## src/rtl/lvds_tx_sched.sv

```systemverilog
// Two-channel round-robin word scheduler feeding the LVDS TX serializer.
// Each presented word is frozen through one serializer frame after it is pulled.
module lvds_tx_sched #(
  parameter int unsigned BURST_MAX   = 8,
  parameter int unsigned HOLD_CYCLES = 16,
  parameter int unsigned IDLE_FRAMES = 4
) (
  input  logic        i_ddr_clk,
  input  logic        i_rst_b,
  input  logic        i_enable,
  input  logic [1:0]  i_ch_mask,
  input  logic        i_ch0_empty,
  input  logic [31:0] i_ch0_data,
  output logic        o_ch0_pull,
  input  logic        i_ch1_empty,
  input  logic [31:0] i_ch1_data,
  output logic        o_ch1_pull,
  output logic        o_fifo_empty,
  output logic [31:0] o_fifo_data,
  input  logic        i_fifo_pull,
  output logic        o_tx_state,
  output logic        o_cur_ch,
  output logic [15:0] o_ch0_count,
  output logic [15:0] o_ch1_count
);

  localparam int unsigned IDLE_LIMIT = IDLE_FRAMES * HOLD_CYCLES;
  localparam int unsigned BW = $clog2(BURST_MAX + 1);
  localparam int unsigned HW = (HOLD_CYCLES > 1) ? $clog2(HOLD_CYCLES) : 1;
  localparam int unsigned IW = $clog2(IDLE_LIMIT + 1);
  localparam logic [BW-1:0] BURST_LIM = BW'(BURST_MAX);
  localparam logic [HW-1:0] HOLD_LOAD = HW'(HOLD_CYCLES - 1);
  localparam logic [IW-1:0] IDLE_LAST = IW'(IDLE_LIMIT - 1);

  typedef enum logic [1:0] {S_IDLE, S_FETCH, S_LOADED, S_HOLD} state_t;

  state_t        state, state_nxt;
  logic          en_meta, en_sync;
  logic          rr_ptr;
  logic [BW-1:0] burst;
  logic [HW-1:0] hold_cnt;
  logic [IW-1:0] idle_cnt;
  logic          elig0, elig1, elig_cur, elig_oth;
  logic          grant_vld, grant_ch;

  assign elig0    = i_ch_mask[0] & ~i_ch0_empty & en_sync;
  assign elig1    = i_ch_mask[1] & ~i_ch1_empty & en_sync;
  assign elig_cur = rr_ptr ? elig1 : elig0;
  assign elig_oth = rr_ptr ? elig0 : elig1;

  assign o_ch0_pull = grant_vld & ~grant_ch;
  assign o_ch1_pull = grant_vld &  grant_ch;

  always_comb begin
    state_nxt = state;
    grant_vld = 1'b0;
    grant_ch  = rr_ptr;
    case (state)
      S_IDLE: begin
        if (elig0 | elig1) begin
          grant_vld = 1'b1;
          // Stay unless the other side is waiting and this burst is spent.
          if (!(elig_cur && !(elig_oth && burst >= BURST_LIM)))
            grant_ch = ~rr_ptr;
          state_nxt = S_FETCH;
        end
      end
      S_FETCH:  state_nxt = S_LOADED;
      S_LOADED: if (i_fifo_pull) state_nxt = S_HOLD;
      S_HOLD:   if (hold_cnt == '0) state_nxt = S_IDLE;
      default:  state_nxt = S_IDLE;
    endcase
  end

  always_ff @(posedge i_ddr_clk or negedge i_rst_b) begin
    if (!i_rst_b) begin
      state        <= S_IDLE;
      en_meta      <= 1'b0;
      en_sync      <= 1'b0;
      rr_ptr       <= 1'b0;
      burst        <= '0;
      hold_cnt     <= '0;
      idle_cnt     <= '0;
      o_fifo_empty <= 1'b1;
      o_fifo_data  <= '0;
      o_cur_ch     <= 1'b0;
      o_tx_state   <= 1'b0;
      o_ch0_count  <= '0;
      o_ch1_count  <= '0;
    end else begin
      state   <= state_nxt;
      en_meta <= i_enable;
      en_sync <= en_meta;

      case (state)
        S_IDLE: begin
          if (grant_vld) begin
            rr_ptr     <= grant_ch;
            o_tx_state <= 1'b1;
            if (grant_ch != rr_ptr)
              burst <= BW'(1);
            else if (burst < BURST_LIM)
              burst <= burst + 1'b1;
          end
        end
        S_FETCH: begin
          o_fifo_data  <= rr_ptr ? i_ch1_data : i_ch0_data;
          o_fifo_empty <= 1'b0;
          o_cur_ch     <= rr_ptr;
        end
        S_LOADED: begin
          if (i_fifo_pull) begin
            o_fifo_empty <= 1'b1;
            hold_cnt     <= HOLD_LOAD;
            if (o_cur_ch) o_ch1_count <= o_ch1_count + 1'b1;
            else          o_ch0_count <= o_ch0_count + 1'b1;
          end
        end
        S_HOLD: begin
          if (hold_cnt != '0) hold_cnt <= hold_cnt - 1'b1;
        end
        default: ;
      endcase

      // Idle timeout counts only consecutive IDLE cycles with no grant.
      if (state == S_IDLE && !grant_vld) begin
        if (idle_cnt == IDLE_LAST) o_tx_state <= 1'b0;
        else                       idle_cnt   <= idle_cnt + 1'b1;
        if (!en_sync)              o_tx_state <= 1'b0;
      end else begin
        idle_cnt <= '0;
      end
    end
  end

endmodule

```

## config.mk

```make
export PLATFORM = sky130hd
export DESIGN_NAME = lvds_tx_sched
export DESIGN_NICKNAME = d
export VERILOG_FILES = /design/src/rtl/lvds_tx_sched.sv
export SDC_FILE = /design/constraint.sdc
export NUM_CORES = 1
export LEC_CHECK = 0
export CORE_ASPECT_RATIO = 0.9
export CORE_MARGIN = 4
export CORE_UTILIZATION = 45
export DETAILED_ROUTE_END_ITERATION = 8
export GPL_TIMING_DRIVEN = 0
export PLACE_DENSITY_LB_ADDON = 0.15
export SYNTH_ARGS = -nofsm -noshare
export SYNTH_HDL_FRONTEND = slang
export SYNTH_SLANG_ARGS = --single-unit
```

## constraint.sdc

```tcl
create_clock -name i_ddr_clk -period 4.2 [get_ports i_ddr_clk]
set_clock_uncertainty 0.05 [all_clocks]
set_input_delay 1.05 -clock i_ddr_clk [delete_from_list [all_inputs] [get_ports i_ddr_clk]]
set_output_delay 1.05 -clock i_ddr_clk [all_outputs]
set_load 0.05 [all_outputs]
```

# Word level (Yosys, flattened, before mapping)
# Index checks and enable logic that the tools add are counted.
# totals
word_cells	86
reg_bits	87
output_inout_bits	69
inputBits	72
# op_classes
reduce_logical	18
magnitude_cmp	2
muxes	26
add_sub_neg	5
eq_ne	10
bitwise	12
# ops
operator	n
$add A16 B1 Y16 const B	2
$mux W32	1
$mux W4	4
$reduce_and A3 Y1	5
$mux W7	2
$mux W1	13
$ne A2 B2 Y1 const B	5
$pmux W2 S4	1
$pmux W4 S2	1
$add A7 B1 Y7 const B	1
$eq A7 B6 Y1 const B	1
$and A1 B1 Y1	6
$mux W2	3
$reduce_bool A2 Y1	3
$not A1 Y1	5
$add A4 B1 Y4 const B	1
$eq A2 B2 Y1 const B	2
$ge A4 B4 Y1 const B	1
$logic_not A4 Y1	1
$lt A4 B4 Y1 const B	1
$reduce_and A2 Y1	2
$reduce_bool A4 Y1	1
$sub A4 B1 Y4 const B	1
$logic_and A1 B1 Y1	3
6 further kinds	7

# Logic depth before layout (Yosys ltp)
# Gate-level depths: netlist (run 1).
# depth
ltp_word	13
ltp_mapped	7
mapped_depth_nobuf	6

# Least setup slack after synthesis (run 1)
# No wires, ideal clock.
# synth_path
kind	input to output
from	input port i_ch0_empty
to	output port o_ch1_pull
required_ns	3.100
path_slack_ns	0.458
stages	4
arrival_ns	2.642
n_path_buf	0
path_cell_list	and3b_1 > nand2_1 > a21oi_1 > nor2_1
# synth_between
elab_chain_cells	11
# synth_rtl
element	line_no	rtl
start: declaration	12	input logic i_ch0_empty,
$not A1 Y1 *	46	assign elig0 = i_ch_mask[0] & ~i_ch0_empty & en_sync;
$and A1 B1 Y1 * (2 in series)	46	
$mux W1	49	assign elig_oth = rr_ptr ? elig0 : elig1;
$logic_and A1 B1 Y1	63	if (!(elig_cur && !(elig_oth && burst >= BURST_LIM)))
$logic_not A1 Y1	63	
$logic_and A1 B1 Y1	63	
$mux W1	63	
$mux W1	60	if (elig0 | elig1) begin
$mux W1	58	case (state)
$and A1 B1 Y1 *	52	assign o_ch1_pull = grant_vld & grant_ch;
end: declaration	17	output logic o_ch1_pull,
# Mark *: on every way between the ends. The rest lies on a longest branch, timed or not.

# Final worst setup path (run 1)
# Same ends and word-level chain as after synthesis.

==> results.py, run 1 <==
metrics = {
    "grt": {
        "grt_pass1_vias": 3413,
        "grt_max_degree": 62,
        "antenna_found_initial": 0,
        "grt_pass1_wl_um": 16300,
        "grt_use_total_pct": 19.0,
        "grt_overflow": 0,
    },
    "routing": {
        "drt.antenna.violating_nets": 0,
        "route.detailed.drc": 0,
        "wl_um": 9930,
        "vias": 3364,
        "wl_per_cell_um": 15.0,
        "vias_per_cell": 5.07,
        "drtIter0Drc": 119,
        "drt-pass1-iter-count": 4,
    },
    "synth": {
        "synth.yosys.warnings": 0,
        "synth_ff_type": "dfrtp_1",
        "syn_inst": 387,
        "synth_cell_types": 48,
        "synth_top_area_share_pct": 51.9,
        "synth_seq_area_share_pct": 52.5,
        "async_flop_share_pct": 100,
        "synth_nets": 470,
        "syn_area_sq_um": 4150,
        "synth.area.top_cells": "dfrtp_1, mux2i_1, a21oi_1, xnor2_1, nor2_1",
        "syn_avg_cell_area_sq_um": 10.7,
        "synth-edff-count": 0,
        "yosys.area.top_type": "dfrtp_1",
        "ys_ff_latch": 87,
    },
    "setup_path": {
        "worstSetupEndpointType": "output port",
        "reg2reg_slack_ns": 2.14,
        "worst_r2r_endpoint": "o_ch1_count[15]$_DFFE_PN0P_",
        "critPathRequiredTime_ns": 3.10,
        "path_max_fanout": 4,
        "timing.rr.start": "state[0]$_DFFE_PN0P_",
        "crit_arrival_ns": 2.96,
        "critPathLaunchType": "input pin",
        "crit_type": "input pin to output port",
        "r2r_cells": 7,
    },
    "clock_tree": {
        "cts_max_level": 3,
        "post-cts-setup-buffers": 0,
        "post_cts_resized": 0,
        "cts_hold_buf": 0,
        "clk_pin_slew_ns": 0.09,
        "numClockSinks": 87,
        "clk_latency_ns": 0.35,
        "cts_tree": "built",
        "clockRootBuffer": "clkbuf_8",
        "clk_path_buf_depth": 2,
        "cts-buffers-inserted": 9,
    },
    "power_and_ir_drop": {
        "peakVddDrop_uv": 397,
        "power.density_nw_per_um2": 669,
        "finalPower_uw": 3970,
        "leakage_uw": 0.00253,
    },
    "run": {
        "maxCapViolCount": 0,
    },
    "worst_hold_path": {
        "worstHoldStart": "en_meta$_DFF_PN0_",
        "min_path_cells": 0,
        "hold_path_end": "en_sync$_DFF_PN0_",
        "worstHoldPathType": "flop to flop",
    },
    "timing": {
        "fmax_mhz": 247,
        "min_period_ns": 4.06,
        "finalCritPeriodShare_pct": 96.6,
        "setup_viol": 0,
        "finalHoldViolations": 0,
        "tightest_slew_ns": 0.549,
        "rsz0062_at_grt": "false",
        "finalMaxSlewViolations": 0,
        "slew-limit-headroom_pct": 63.3,
        "whs_ns": 0.306,
    },
    "floorplanning": {
        "dieHeight_um": 99.1,
        "start_util_pct": 47.3,
        "die_area_sq_um": 10800,
        "die_x_um": 109,
        "design.portCount": 141,
        "rows": 32,
        "core_area_sq_um": 8770,
    },
    "placement": {
        "gp_congestion": 0.789,
        "portBuffers": 140,
        "hpwlAfterDp_um": 7710,
    },
    "layout": {
        "final_cell_mix": "clkdlybuf4s50_1, dfrtp_1, nor2_1",
        "final_nets": 622,
        "area_growth_pct": 42.9,
        "final_common_cell": "clkdlybuf4s50_1",
        "utilization_pct": 67.6,
        "antenna_cells": 0,
        "drive_gt1_share_pct": 7.35,
    },
    "outcome": {
        "status": "complete, no violations",
    },
}
==> power breakdown <==
group,total [uW],internal [uW],leakage [uW],switching (uW)
clock,577,282,0.000102,294
combinational,2100,750,0.00137,1350
sequential,1290,1090,0.00107,197
total,3970,2130,0.00253,1840
==> worst max-delay path, cell delays in order <==
cell and delay [ns]:
clkdlybuf4s50_1 0.42, nand2b_1 0.19, a21oi_1 0.29, nand2_1 0.09
nor2_1 0.09, clkdlybuf4s50_1 0.82
==> layer usage <==
metal | GRT usage (%) | wire [um]
met1 | 23.4 | 4120
met2 | 31.7 | 5060
met3 | 7.40 | 713
met4 | 4.03 | 34
met5 | 0 | 0
==> registers in the layout, summed over array words and instances, names as in the netlist <==
register,flops
o_ch1_count,16
o_ch0_count,16
o_fifo_empty,1
o_cur_ch,1
rr_ptr,1
en_meta,1
o_tx_state,1
hold_cnt,4
idle_cnt,7
en_sync,1
burst,4
state,2
o_fifo_data,32
==> synth_stat cells (6+ instances only) <==
cell type,count
a21oi_1,42
inv_1,12
ha_1,11
nand4_1,11
xnor2_1,24
xor2_1,12
nand2_1,15
o21ai_0,6
nand3_1,14
dfrtp_1,86
clkbuf_1,6
nor2_1,53
and3_1,7
mux2i_1,34
==> worst max-delay path by stage <==
stage,startpoint,endpoint,cells after the start
after global routing,i_ch0_empty,o_ch1_pull,6
final,i_ch0_empty,o_ch1_pull,6
after CTS,i_ch0_empty,o_ch1_pull,6
after global placement,i_rst_b,o_ch0_count[12]$_DFFE_PN0P_,1
after detailed placement,i_ch0_empty,o_ch1_pull,6
after floorplan,i_ch0_empty,o_ch1_pull,4
==> kinds of logic after synthesis <==
family | after synthesis | synth area share (%)
and+or+nand+nor | 129 | 16.5
AOI/OAI and AO/OA | 61 | 8.32
xor gates and xnor gates | 36 | 7.60
DFF | 87 | 52.5
muxes | 38 | 9.29
buffers and inverters | 25 | 2.50
adders and majority gates | 11 | 3.32
==> per-stage QoR <==
stage | std cells | instance area (sq um) | setup TNS [ns] | setup WS (ns)
after floorplan | 387 | 4150 | 0 | 0.458
after global placement | 646 | 5700 | -98.40 | -1.15
after detailed placement | 647 | 5730 | 0 | 0.139
after CTS | 663 | 5930 | 0 | 0.130
after global routing | 663 | 5930 | 0 | 0.0273
final | 663 | 5930 | 0 | 0.144
==> area by class of cell <==
class	count	area [sq um]
Sequential cell	87	2180
Fill cell	713	2840
Clock inverter	3	25.0
Multi-Input combinational cell	275	1870
Buffer	13	58.8
Tap cell	119	149
Timing Repair Buffer	141	1430
Inverter	12	45.0
Clock buffer	13	179
No activity file was read; power rests on OpenSTA's default activity.
==> run 2, diff against run 1 <==
--- a/config.mk
+++ b/config.mk
@@ -6,7 +6,7 @@
 export NUM_CORES = 1
 export LEC_CHECK = 0
 export CORE_ASPECT_RATIO = 0.9
-export CORE_MARGIN = 4
+export CORE_MARGIN = 2
 export CORE_UTILIZATION = 45
 export DETAILED_ROUTE_END_ITERATION = 8
 export GPL_TIMING_DRIVEN = 0
==> run 2 against run 1 <==
Power is 1.6% higher. Largest power group unchanged. Global-route usage is 1.6 points higher. Non-clock buffer count stayed put. Via count is 0.45% lower. Critical path type unchanged. Sequential share of layout area is 0.14 points lower. Die area is 7.5% lower. Clock power is 12% higher. Combinational power hardly changed.
==> results.py, run 2 (synthesis gave the netlist of run 1 again) <==
metrics = {
    "outcome": {
        "status": "complete, no violations",
    },
    "clock_tree": {
        "cts_max_level": 3,
        "clockRootBuffer": "clkbuf_8",
        "cts_tree": "built",
        "clk_path_buf_depth": 2,
        "cts_hold_buf": 0,
        "post_cts_resized": 0,
        "cts-buffers-inserted": 9,
        "clk_latency_ns": 0.35,
        "clk_pin_slew_ns": 0.09,
        "numClockSinks": 87,
        "post-cts-setup-buffers": 0,
    },
    "routing": {
        "wl_met3_um": 646,
        "wl_per_cell_um": 14.7,
        "wl_met1_um": 4160,
        "vias_per_cell": 5.03,
        "route.detailed.drc": 0,
        "vias": 3349,
        "drt-pass1-iter-count": 4,
        "drt.antenna.violating_nets": 0,
        "wl_met2_um": 4820,
        "wl_um": 9760,
        "drtIter0Drc": 86,
        "routed.top_layer": "met4",
    },
    "setup_path": {
        "crit_arrival_ns": 2.95,
        "critPathLaunchType": "input pin",
        "crit_type": "input pin to output port",
        "cp_num_buf_inv": 2,
        "critPathRequiredTime_ns": 3.10,
        "path_delay_family": "buffers and inverters",
        "path_max_fanout": 5,
        "worstSetupEndpointType": "output port",
        "crit_path_frequent_cell": "clkdlybuf4s50_1",
        "slowest_delay_ns": 0.81,
        "cp_slowest_cell": "clkdlybuf4s50_1",
        "path_cells": "clkdlybuf4s50_1 -> nand2b_1 -> a21oi_1 -> nand2_1 -> nor2_1 -> clkdlybuf4s50_1",
    },
    "grt": {
        "grt_overflow": 0,
        "antenna_found_initial": 0,
        "grt_pass1_wl_um": 16600,
        "grt_pass1_vias": 3476,
        "grt_use_total_pct": 20.6,
        "grt_max_degree": 64,
    },
    "layout": {
        "largest_reg_flops": 32,
        "drive_gt1_share_pct": 7.17,
        "regMostFlops": "o_fifo_data",
        "fill_cells": 726,
        "final_common_cell": "clkdlybuf4s50_1",
        "final_cell_mix": "clkdlybuf4s50_1, dfrtp_1, nor2_1",
        "reg.largest.list": "o_fifo_data (32), o_ch0_count (16), o_ch1_count (16)",
        "area_growth_pct": 43.4,
        "utilization_pct": 65.8,
        "antenna_cells": 0,
        "final_nets": 622,
        "design_area_sq_um": 5950,
    },
    "worst_hold_path": {
        "worstHoldPathType": "flop to flop",
    },
    "placement": {
        "place_area_sq_um": 5730,
        "place_ws_ns": 0.150,
        "gp_congestion": 0.788,
        "portBuffers": 140,
        "hpwlAfterDp_um": 7400,
    },
    "timing": {
        "finalHoldViolations": 0,
        "fmax_mhz": 247,
        "fin_setup_tns_ns": 0,
        "tightest_slew_ns": 0.544,
        "setup_viol": 0,
        "fin_ws_ns": 0.149,
        "finalMaxSlewViolations": 0,
        "rsz0062_at_grt": "false",
        "finalCritPeriodShare_pct": 96.5,
        "min_period_ns": 4.05,
        "slew-limit-headroom_pct": 63.6,
    },
    "power_and_ir_drop": {
        "leakage_uw": 0.00254,
        "peakVddDrop_uv": 497,
        "power.density_nw_per_um2": 678,
    },
    "floorplanning": {
        "rows": 33,
        "die_area_sq_um": 10000,
        "start_util_pct": 45.9,
        "die_x_um": 105,
        "dieHeight_um": 95.1,
        "core_area_sq_um": 9040,
        "design.portCount": 141,
    },
    "run": {
        "maxCapViolCount": 0,
    },
}
-- run 2: path summary, 6_finish.rpt --
check	start	cells after the start	endpoint	slack, ns
setup / recovery	i_ch1_empty	6	o_ch1_pull	0.15
hold / removal	en_meta$_DFF_PN0_	0	en_sync$_DFF_PN0_	0.31
setup reg to reg	state[0]$_DFFE_PN0P_	7	o_ch0_count[15]$_DFFE_PN0P_	2.21
hold reg to reg	en_meta$_DFF_PN0_	0	en_sync$_DFF_PN0_	0.31
max in group asynchronous	i_rst_b	2	o_fifo_empty$_DFFE_PN1P_	2.90
min in group asynchronous	i_rst_b	1	burst[2]$_DFFE_PN0P_	0.55
-- run 2: cell type report --
class	instances	area, sq um	area share [%]
clock buffers	11	141	2.38
inverters	12	45.0	0.757
plain buffers	13	58.8	0.988
clock inverters	5	81.3	1.37
well taps	122	153	2.56
repair buffers	141	1430	24.0
multi-input cells	275	1870	31.4
flip-flops and latches	87	2180	36.6
-- run 2: through the flow --
step / hold slack [ns] / total power (uW) / cells
5_1_grt: 0.318 / 4280 / 666
4_1_cts: 0.306 / 4070 / 666
2_1_floorplan: 0.281 / 2690 / 387
3_3_place_gp: 0.288 / 3360 / 649
6_report: 0.306 / 4030 / 666
3_5_place_dp: 0.296 / 3410 / 650
-- run 2: per-layer routing --
metal  vias up  GRT usage, %
met3        11          6.15
li1       1642             -
met2        85          34.7
met4         0          6.00
met5         -             0
met1      1611          25.9
-- run 2: where the power goes --
part	internal, uW	leakage [uW]	switching, uW
clock	352	0.000110	293
combinational	749	0.00137	1350
sequential	1090	0.00107	196
==> run 3, diff against run 2 <==
--- a/config.mk
+++ b/config.mk
@@ -14,3 +14,4 @@
 export SYNTH_ARGS = -nofsm -noshare
 export SYNTH_HDL_FRONTEND = slang
 export SYNTH_SLANG_ARGS = --single-unit
+export TNS_END_PERCENT = 50
==> results of run 3 <==
Same layout as run 2: the final DEF is identical, and so are final timing and power.
